[config.mk]
export PLATFORM = sky130hd
export DESIGN_NAME = net_output_stage
export DESIGN_NICKNAME = d
export VERILOG_FILES = /design/src/rtl/net_pkg.sv /design/src/rtl/net_sat_slew.sv /design/src/rtl/net_output_stage.sv
export SDC_FILE = /design/constraint.sdc
export NUM_CORES = 1
export LEC_CHECK = 0
export ABC_AREA = 1
export ABC_CLOCK_PERIOD_IN_PS = 1800
export BUFFER_PORTS_ARGS = -buffer_cell sky130_fd_sc_hd__buf_2
export CAP_MARGIN = 5
export CORE_MARGIN = 2
export CORE_UTILIZATION = 58
export CTS_CLUSTER_SIZE = 28
export DETAILED_ROUTE_END_ITERATION = 12
export GPL_TIMING_DRIVEN = 0
export PLACE_DENSITY_LB_ADDON = 0.15
export SYNTH_ARGS = -nofsm -noshare
export SYNTH_HDL_FRONTEND = slang
export SYNTH_SLANG_ARGS = --single-unit
[constraint.sdc]
create_clock -name clk -period 1.8 [get_ports clk]
set_clock_uncertainty 0.05 [all_clocks]
set_input_delay 0.27 -clock clk [delete_from_list [all_inputs] [get_ports clk]]
set_output_delay 0.27 -clock clk [all_outputs]
set_load 0.05 [all_outputs]
[src/rtl/net_pkg.sv]
// Shared types and constants for the network output stage.
// Optional slew clamp is enabled by defining NET_OUT_SLEW_EN.
package net_pkg;
  localparam int W_DEF = 16;
  localparam int N_CH  = 4;

  // Saturation bounds for the default sample width.
  localparam logic signed [W_DEF-1:0] SAT_MAX = 16'sh7FFF;
  localparam logic signed [W_DEF-1:0] SAT_MIN = 16'sh8000;

  typedef enum logic [1:0] {
    IDLE,
    PROC,
    COMMIT
  } state_e;
endpackage

[src/rtl/net_sat_slew.sv]
// Single-channel shift + saturate, with optional per-frame slew clamp
// (NET_OUT_SLEW_EN). Purely combinational; time-shared across channels.
module net_sat_slew
  import net_pkg::*;
#(
  parameter int W         = W_DEF,
  parameter int SHIFT     = 2,
  parameter int SLEW_STEP = 512
) (
  input  logic signed [W-1:0] in_val,
  input  logic signed [W-1:0] prev,
  output logic signed [W-1:0] res,
  output logic                sat
);
  localparam int WS = W + SHIFT;
  localparam logic signed [WS-1:0] HI = {{(SHIFT+1){1'b0}}, {(W-1){1'b1}}};
  localparam logic signed [WS-1:0] LO = {{(SHIFT+1){1'b1}}, {(W-1){1'b0}}};

  logic signed [WS-1:0] s_wide;
  logic signed [W-1:0]  s_sat;

  always_comb begin
    // Sign-extend by SHIFT first so the shift itself can never overflow.
    s_wide = $signed({{SHIFT{in_val[W-1]}}, in_val}) <<< SHIFT;
    sat    = 1'b1;
    if (s_wide > HI)      s_sat = HI[W-1:0];
    else if (s_wide < LO) s_sat = LO[W-1:0];
    else begin
      s_sat = s_wide[W-1:0];
      sat   = 1'b0;
    end
  end

`ifdef NET_OUT_SLEW_EN
  localparam logic signed [W:0] STEP = (W+1)'(SLEW_STEP);
  logic signed [W:0] d, dc, r;

  always_comb begin
    d = {s_sat[W-1], s_sat} - {prev[W-1], prev};
    if (d > STEP)       dc = STEP;
    else if (d < -STEP) dc = -STEP;
    else                dc = d;
    // Result lies between prev and s_sat, so it always fits in W bits.
    r   = {prev[W-1], prev} + dc;
    res = r[W-1:0];
  end
`else
  logic unused_slew;
  assign unused_slew = ^{prev, SLEW_STEP};
  assign res = s_sat;
`endif
endmodule

[src/rtl/net_output_stage.sv]
// Frame-aligns network results to the codec strobe: pending bank, 4-cycle
// shared rescale datapath, simultaneous commit, underrun counting.
module net_output_stage
  import net_pkg::*;
#(
  parameter int W         = W_DEF,
  parameter int SHIFT     = 2,
  parameter int SLEW_STEP = 512
) (
  input  logic                clk,
  input  logic                rst_n,
  input  logic                sample_clk,
  input  logic                in_valid,
  input  logic signed [W-1:0] in0,
  input  logic signed [W-1:0] in1,
  input  logic signed [W-1:0] in2,
  input  logic signed [W-1:0] in3,
  input  logic                mute,
  output logic signed [W-1:0] out0,
  output logic signed [W-1:0] out1,
  output logic signed [W-1:0] out2,
  output logic signed [W-1:0] out3,
  output logic                out_v,
  output logic [N_CH-1:0]     sat_flags,
  output logic [15:0]         underruns
);
  typedef logic [N_CH-1:0][W-1:0] bank_t;

  state_e      state_q, state_d;
  logic [1:0]  ch_q, ch_d;
  logic        pend_q, pend_d;
  logic        prev_sclk_q, prev_sclk_d;
  bank_t       pend_bank_q, pend_bank_d;
  bank_t       work_q, work_d;
  bank_t       next_q, next_d;
  bank_t       out_q, out_d;
  logic        out_v_q, out_v_d;
  logic [N_CH-1:0] sat_q, sat_d;
  logic [15:0] under_q, under_d;

  bank_t          in_bank;
  logic           sclk_edge;
  logic           under_inc;
  logic [W-1:0]   dp_res;
  logic           dp_sat;

  assign in_bank   = {in3, in2, in1, in0};
  assign sclk_edge = sample_clk & ~prev_sclk_q;

  net_sat_slew #(
    .W         (W),
    .SHIFT     (SHIFT),
    .SLEW_STEP (SLEW_STEP)
  ) u_dp (
    .in_val (work_q[ch_q]),
    .prev   (out_q[ch_q]),
    .res    (dp_res),
    .sat    (dp_sat)
  );

  always_comb begin
    state_d     = state_q;
    ch_d        = ch_q;
    pend_d      = pend_q;
    prev_sclk_d = sample_clk;
    pend_bank_d = pend_bank_q;
    work_d      = work_q;
    next_d      = next_q;
    out_d       = out_q;
    out_v_d     = 1'b0;
    sat_d       = sat_q;
    under_inc   = 1'b0;

    // Latest result wins; a frame start below may consume it immediately.
    if (in_valid) begin
      pend_bank_d = in_bank;
      pend_d      = 1'b1;
    end

    case (state_q)
      IDLE: begin
        if (sclk_edge) begin
          if (in_valid || pend_q) begin
            work_d  = in_valid ? in_bank : pend_bank_q;
            pend_d  = 1'b0;
            ch_d    = 2'd0;
            state_d = PROC;
          end else begin
            under_inc = 1'b1;
          end
        end
      end
      PROC: begin
        if (sclk_edge) under_inc = 1'b1;
        next_d[ch_q] = dp_res;
        if (dp_sat) sat_d[ch_q] = 1'b1;
        ch_d = ch_q + 2'd1;
        if (ch_q == 2'd3) state_d = COMMIT;
      end
      COMMIT: begin
        if (sclk_edge) under_inc = 1'b1;
        out_d   = mute ? '0 : next_q;
        out_v_d = 1'b1;
        state_d = IDLE;
      end
      default: state_d = IDLE;
    endcase

    under_d = under_q;
    if (under_inc && (under_q != 16'hFFFF)) under_d = under_q + 16'd1;
  end

  always_ff @(posedge clk or negedge rst_n) begin
    if (!rst_n) begin
      state_q     <= IDLE;
      ch_q        <= 2'd0;
      pend_q      <= 1'b0;
      prev_sclk_q <= 1'b0;
      pend_bank_q <= '0;
      work_q      <= '0;
      next_q      <= '0;
      out_q       <= '0;
      out_v_q     <= 1'b0;
      sat_q       <= '0;
      under_q     <= '0;
    end else begin
      state_q     <= state_d;
      ch_q        <= ch_d;
      pend_q      <= pend_d;
      prev_sclk_q <= prev_sclk_d;
      pend_bank_q <= pend_bank_d;
      work_q      <= work_d;
      next_q      <= next_d;
      out_q       <= out_d;
      out_v_q     <= out_v_d;
      sat_q       <= sat_d;
      under_q     <= under_d;
    end
  end

  assign out0      = out_q[0];
  assign out1      = out_q[1];
  assign out2      = out_q[2];
  assign out3      = out_q[3];
  assign out_v     = out_v_q;
  assign sat_flags = sat_q;
  assign underruns = under_q;
endmodule

# Yosys cells after proc, flatten, opt, wreduce, memory -nomap -nowiden
# Index checks and enable logic that the tools add are counted.
[classes]
add_sub_neg = 2
magnitude_cmp = 4
n_eq_ne = 7
mux = 29
n_bitwise = 3
reduce_logical = 10
[op_table]
columns = ["operator", "n"]
rows = [
  ["$mux W64", 2],
  ["$bwmux W64", 1],
  ["$mux W16", 4],
  ["$bmux W16 S2", 1],
  ["$demux W16 S2", 1],
  ["$gt A18 B16 Y1 const B", 1],
  ["$lt A18 B16 Y1 const B", 1],
  ["$add A16 B1 Y16 const B", 1],
  ["$ne A16 B16 Y1 const B", 1],
  ["$mux W1", 11],
  ["$mux W2", 5],
  ["$reduce_and A3 Y1", 3],
  ["$pmux W2 S2", 2],
  ["$ne A2 B2 Y1 const B", 3],
  ["$eq A2 B2 Y1 const B", 2],
  ["$or A4 B4 Y4", 1],
  ["$lt A2 B3 Y1 const B", 1],
  ["$add A2 B1 Y2 const B", 1],
  ["$demux W1 S2", 1],
  ["$eq A2 B1 Y1 const B", 1],
  ["$ge A2 B1 Y1 const B", 1],
  ["$logic_and A1 B1 Y1", 2],
  ["$logic_not A2 Y1", 1],
  ["$pmux W1 S2", 1],
  ["6 further kinds", 6],
]
[word_totals]
register_bits = 283
output_inout_bits = 85

# Longest topological paths before layout
[logic_depth]
word_depth = 6
mapped_depth = 11
depth_no_buf = 10

# Cells and area by module
# From an unflattened synthesis, not the netlist that was laid out.
[hier_totals]
cells_unflattened = 1390
area_unflattened_um2 = 12141.6
[by_module_without_submodules]
columns = ["mod", "instances", "cells_per_inst", "area_each_um2"]
rows = [
  ["net_output_stage", 1, 1355, 11975.2],
  ["net_sat_slew", 1, 35, 166.4],
]

# Worst setup path before layout
# Ideal clock, no wire load.
[synth_path]
path_kind = "flip-flop to flip-flop"
start = "register under_q[1], in the netlist underruns[1]"
end = "register under_q[8], in the netlist underruns[8]"
t_arrival_ps = 1832
required_ps = 1632
path_slack_ps = -200
stages_incl_launch_ff = 10
synth_period_minus_slack_ps = 2000
path_cell_list = "dfrtp_1 ha_1 nand3_1 nor3_2 nand2_1 nand2_2 inv_2 buf_2 nand2_1 nand2_1"
[synth_via]
elab_chain_cells = 2
word_cells_on_any_way = 3
cone_classes = "add/sub: 1; eq/ne: 1; reduce/logical: 1"
[synth_rtl]
columns = ["item", "line_no", "rtl"]
rows = [
  ["from (decl)", "net_output_stage.sv:39", "logic [15:0] under_q, under_d;"],
  ["from (signal assigned)", "net_output_stage.sv:137", "under_q <= under_d;"],
  ["branches (longest 2 deep; another with $add A16 B1 Y16)", "n/a", ""],
]
# Several ways; the timed one is not identified.
# A chain may end at the register's enable or synchronous reset.

# Worst setup path after layout
[layout_path]
start = "register ch_q[0]"
end = "register sat_q[2], in the netlist sat_flags[2]"
[layout_via]
elab_chain_cells = 6
word_cells_on_any_way = 13
cone_classes = "order compare: 4; mux: 6; bitwise: 1; reduce/logical: 2"
[layout_rtl]
columns = ["item", "line_no", "rtl"]
rows = [
  ["from (decl)", "net_output_stage.sv:30", "logic [1:0] ch_q, ch_d;"],
  ["from (signal assigned)", "net_output_stage.sv:128", "ch_q <= ch_d;"],
  ["$bmux W16 S2", "net_output_stage.sv:55", ".in_val (work_q[ch_q]),"],
  ["$mux W16 (implied by the code)", "net_output_stage.sv:55", ""],
  ["$lt A18 B16 Y1", "net_sat_slew.sv:27", "else if (s_wide < LO) s_sat = LO[W-1:0];"],
  ["$mux W1", "net_sat_slew.sv:27", ""],
  ["$mux W1", "net_sat_slew.sv:26", "if (s_wide > HI) s_sat = HI[W-1:0];"],
  ["$reduce_and A2 Y1 (no line)", "n/a", ""],
  ["to (signal assigned)", "net_output_stage.sv:136", "sat_q <= sat_d;"],
  ["to (decl)", "net_output_stage.sv:38", "logic [N_CH-1:0] sat_q, sat_d;"],
]
# Several ways; a longest one is shown, not always the timed one. The select of a mux whose other input is x is not followed.

==> implementation parameters <==
Parameter                              Value

Power and ir drop
  Net switching component of the power    between 9 and 10 mW
  Pleak    between 7 and 8 nW
  Proportion of power drawn by the clock network    a little under a quarter
  Sequential group share of total power    between 30% and 40%
  Power density normalized to cell area    between 1500 and 2000 nW/µm²
  Design Power    approximately 24 mW
  Worst IR Drop VDD    about 1.1 mV
  Design internal power    approximately 14 mW
  Sw frac    ~41%
  Combinational share of power    around two fifths

Setup path
  Arrival time of the worst setup path    approximately 2.1 ns
  WP data required    ~2.2 ns
  Cell type group with the largest total delay on the critical path    simple AND/OR/NAND/NOR gates
  Cells along the critical path    buf_6 > nand2_1 > nand3_1 > nand2_2 > nand2_2 > nand2_4 > buf_12 > nand2_2 > nand2_1 > nand2_1
  Crit path launch type    register
  Cell with the largest stage delay on the worst path    sky130_fd_sc_hd__dfrtp_2
  Kind of end point of the critical path    register
  Peak per-stage delay on the critical path    approximately 0.45 ns
  Biggest fanout along the worst timing path    10
  Crit Path Category    register to register
  Worst path bufs/invs    2
  Slack of the worst reg-to-reg path    about 0.063 ns

Clock tree
  Clock tree sinks    roughly 280
  CTS tree    yes
  Clock tree root buffer cell    sky130_fd_sc_hd__clkbuf_16
  Clock latency on the worst-skew pair    roughly 0.54 ns
  Clock buffer count from CTS    27
  H-tree lvl count    1
  Clock input transition at the sequential cells of the worst setup and hold paths    0.06 ns
  Clock buffer depth    3

Route
  Total via count in the routed design    around 10000
  Mean routed wirelength per cell    ~16 µm
  Total length of routed wires    30000 µm
  Count of TritonRoute iterations in the first routing pass    5
  Drt drc    0
  Avg Vias per Cell    5.31
  Number of antenna-violating nets in the routed design    0
  Drt initial violations    just under 700

Timing
  Final clock period utilization by the worst path    96.5%
  Final hold viol count    0
  Slew at the pin closest to its max-slew limit    roughly 0.66 ns
  Post-Route Setup TNS    0 ns
  RSZ-0062 raised after global routing    true
  Max frequency    between 500 and 600 MHz
  Relative slew margins    around 56%
  Minimum clock period after layout    1.74 ns
  Number of max-slew violations in the final report    0
  Setup-failing EPs final    0

Floorplanning
  Die area    around 21000 µm²
  Number of standard-cell rows in the floorplan    slightly above 50
  Y dimension of the die    between 100 and 150 µm
  Initial Util    59.3%
  Num ports    154
  Die span in x    approximately 150 µm
  Floorplan Core Area    roughly 20000 µm²

Place
  Routability-driven placement congestion ratio    0.865
  DP Wirelength    roughly 20000 µm
  Placed standard-cell area    ~13000 µm²
  IO Port Bufs    153

Global routing
  All-layer global routing usage    between 20% and 30%
  Residual overflow from global routing    0
  Global-route wire length before repair    48900 µm
  Via count of the first global-routing pass    9815
  Pin count of the biggest net entering global routing    around 110
  Initial antenna violation count    1

Synth
  Cell Area, Synth    around 12000 µm²
  Flop and latch count out of synthesis    around 280
  Area leader, netlist    sky130_fd_sc_hd__dfrtp_1
  Number of unique standard cell types used by synthesis    26
  Fraction of the mapped netlist area in simple logic gates    ~22%
  Xor/xnor cell area share of the yosys netlist    0.904%
  Largest family of logic cells by synthesized area    simple AND/OR/NAND/NOR gates
  Sequential element share of the synthesized area    between 50% and 60%
  Area fraction in compound gates after synthesis    under 10%
  Cell types occupying the most area after synthesis    sky130_fd_sc_hd__dfrtp_1, sky130_fd_sc_hd__nand2_1, sky130_fd_sc_hd__nand3_1, sky130_fd_sc_hd__o21ai_0, sky130_fd_sc_hd__inv_1
  Synth top area share    59.2%
  Number of enable flip-flop cells after synthesis    0
  Syn avg cell area    roughly 8.7 µm²
  Synth Instances    1340
  Total of warnings raised by yosys    0
  Dominant register cell in the synthesized netlist    sky130_fd_sc_hd__dfrtp_1
  Net count after synthesis    between 1000 and 1500
  Multiplexer share of the synthesized area    0%
  Most used standard cells in the synthesized netlist    sky130_fd_sc_hd__nand2_1, sky130_fd_sc_hd__dfrtp_1, sky130_fd_sc_hd__inv_1
  Share of synthesized registers carrying an async set or reset    100%
  Post-synthesis adder-cell area fraction    1.08%
  Most used standard cell by instance count after synthesis    sky130_fd_sc_hd__nand2_1

Outcome
  Result of the run    finished clean

Run
  Max Cap Viol    0

Final layout
  Cell area after layout    about 15000 µm²
  Area delta synth->final    26.2%
  Share of layout cells above drive strength 1    between 10% and 20%
  Layout net count    1675

Min path
  Worst hold path type    input port to register
## worst register-to-register path, delay by kind of cell (launching register included)
family,cells,cell delay (ns)
buffers and inverters,2,0.32
flip-flops,1,0.45
AND/OR/NAND/NOR,8,0.81
## final timing paths
path | startpoint | end | cells past startpoint
worst min-delay path | in_valid | pend_bank_q[17] | 4
worst max-delay path | ch_q[0] | sat_flags[2] | 10
max in group asynchronous | rst_n | underruns[3] | 3
worst max register to register | ch_q[0] | sat_flags[2] | 10
worst min register to register | pend_bank_q[32] | pend_bank_q[32] | 2
min in group asynchronous | rst_n | out3[4] | 2
## what timing repair did
item | in CTS | in global routing
setup endpoints to repair | 191 | 183
hold buffers | 66 | 0
setup buffers | 2 | 3
pin swaps | 0 | 4
gates resized for setup | 48 | 70
gates cloned | 0 | 1
hold endpoints to repair | 186 | 0
## layout by cell type (no fill, tap or decap), drive strengths merged, types with 2 or more instances in the layout
cell / synthesis / routed
nor2: 53 / 53
o211ai: 13 / 13
clkinv: 1 / 6
a31oi: 38 / 38
clkbuf: 43 / 85
o21ai: 119 / 119
nor3: 3 / 3
xnor2: 6 / 6
xor2: 6 / 6
dlygate4sd3: 0 / 66
nand4: 4 / 4
a21oi: 14 / 14
dfrtp: 275 / 275
buf: 33 / 191
nand3: 129 / 129
bufinv: 0 / 2
nand2: 457 / 458
ha: 10 / 10
inv: 134 / 135
## layer usage
metal / GRT usage (%) / part of all wire (%)
met2: 47.0 / 47
met3: 4.11 / 5.6
met1: 39.1 / 44
met4: 10.1 / 3.5
met5: 0 / 0
## cell type report
type | count | area [µm²]
repair buffers | 226 | 1530
multi-input cells | 855 | 4010
plain buffers | 76 | 487
well taps | 265 | 332
flip-flops and latches | 275 | 6890
fillers | 1395 | 4920
clock buffers | 40 | 815
diodes | 1 | 2.50
inverters | 135 | 507
clock inverters | 9 | 101
## state kept, by name (all words and copies together) (netlist names), 15 cells and up
| name | flops |
|---|---|
| out1 | 15 |
| work_q | 64 |
| out2 | 15 |
| next_q | 60 |
| pend_bank_q | 64 |
| out3 | 15 |
| underruns | 16 |
| out0 | 15 |
## power groups by stage
| stage | Sequential (mW) | Combinational, mW | Clock, mW |
|---|---|---|---|
| final | 9.11 | 9.27 | 5.76 |
| after global routing | 9.29 | 10.1 | 6.06 |
| after CTS | 9.07 | 8.74 | 5.80 |
| after detailed placement | 9.16 | 8.31 | 0 |
| after global placement | 9.09 | 8.10 | 0 |
| after floorplan | 10.4 | 4.39 | 0 |
## per-stage QoR
| stage | hold slack [ns] | setup slack (ns) | instances | utilization [%] |
|---|---|---|---|---|
| 2_1_floorplan | -0.0756 | 0.00435 | 1340 | - |
| 3_3_place_gp | 0.344 | -4.97 | 1758 | 65.0 |
| 3_5_place_dp | 0.279 | -0.251 | 1760 | 65.4 |
| 4_1_cts | 0.130 | -0.0151 | 1877 | 74.0 |
| 5_1_grt | 0.161 | -0.0196 | 1882 | 74.9 |
| 6_report | 0.137 | 0.0633 | 1882 | 74.9 |
## kinds of logic after synthesis
kind of cell,Yosys count
AOI/OAI and AO/OA,186
and+or+nand+nor,646
xor gates and xnor gates,12
DFF,275
buffers and inverters,211
adders and majority gates,10
(Power assumes the default switching activity.)
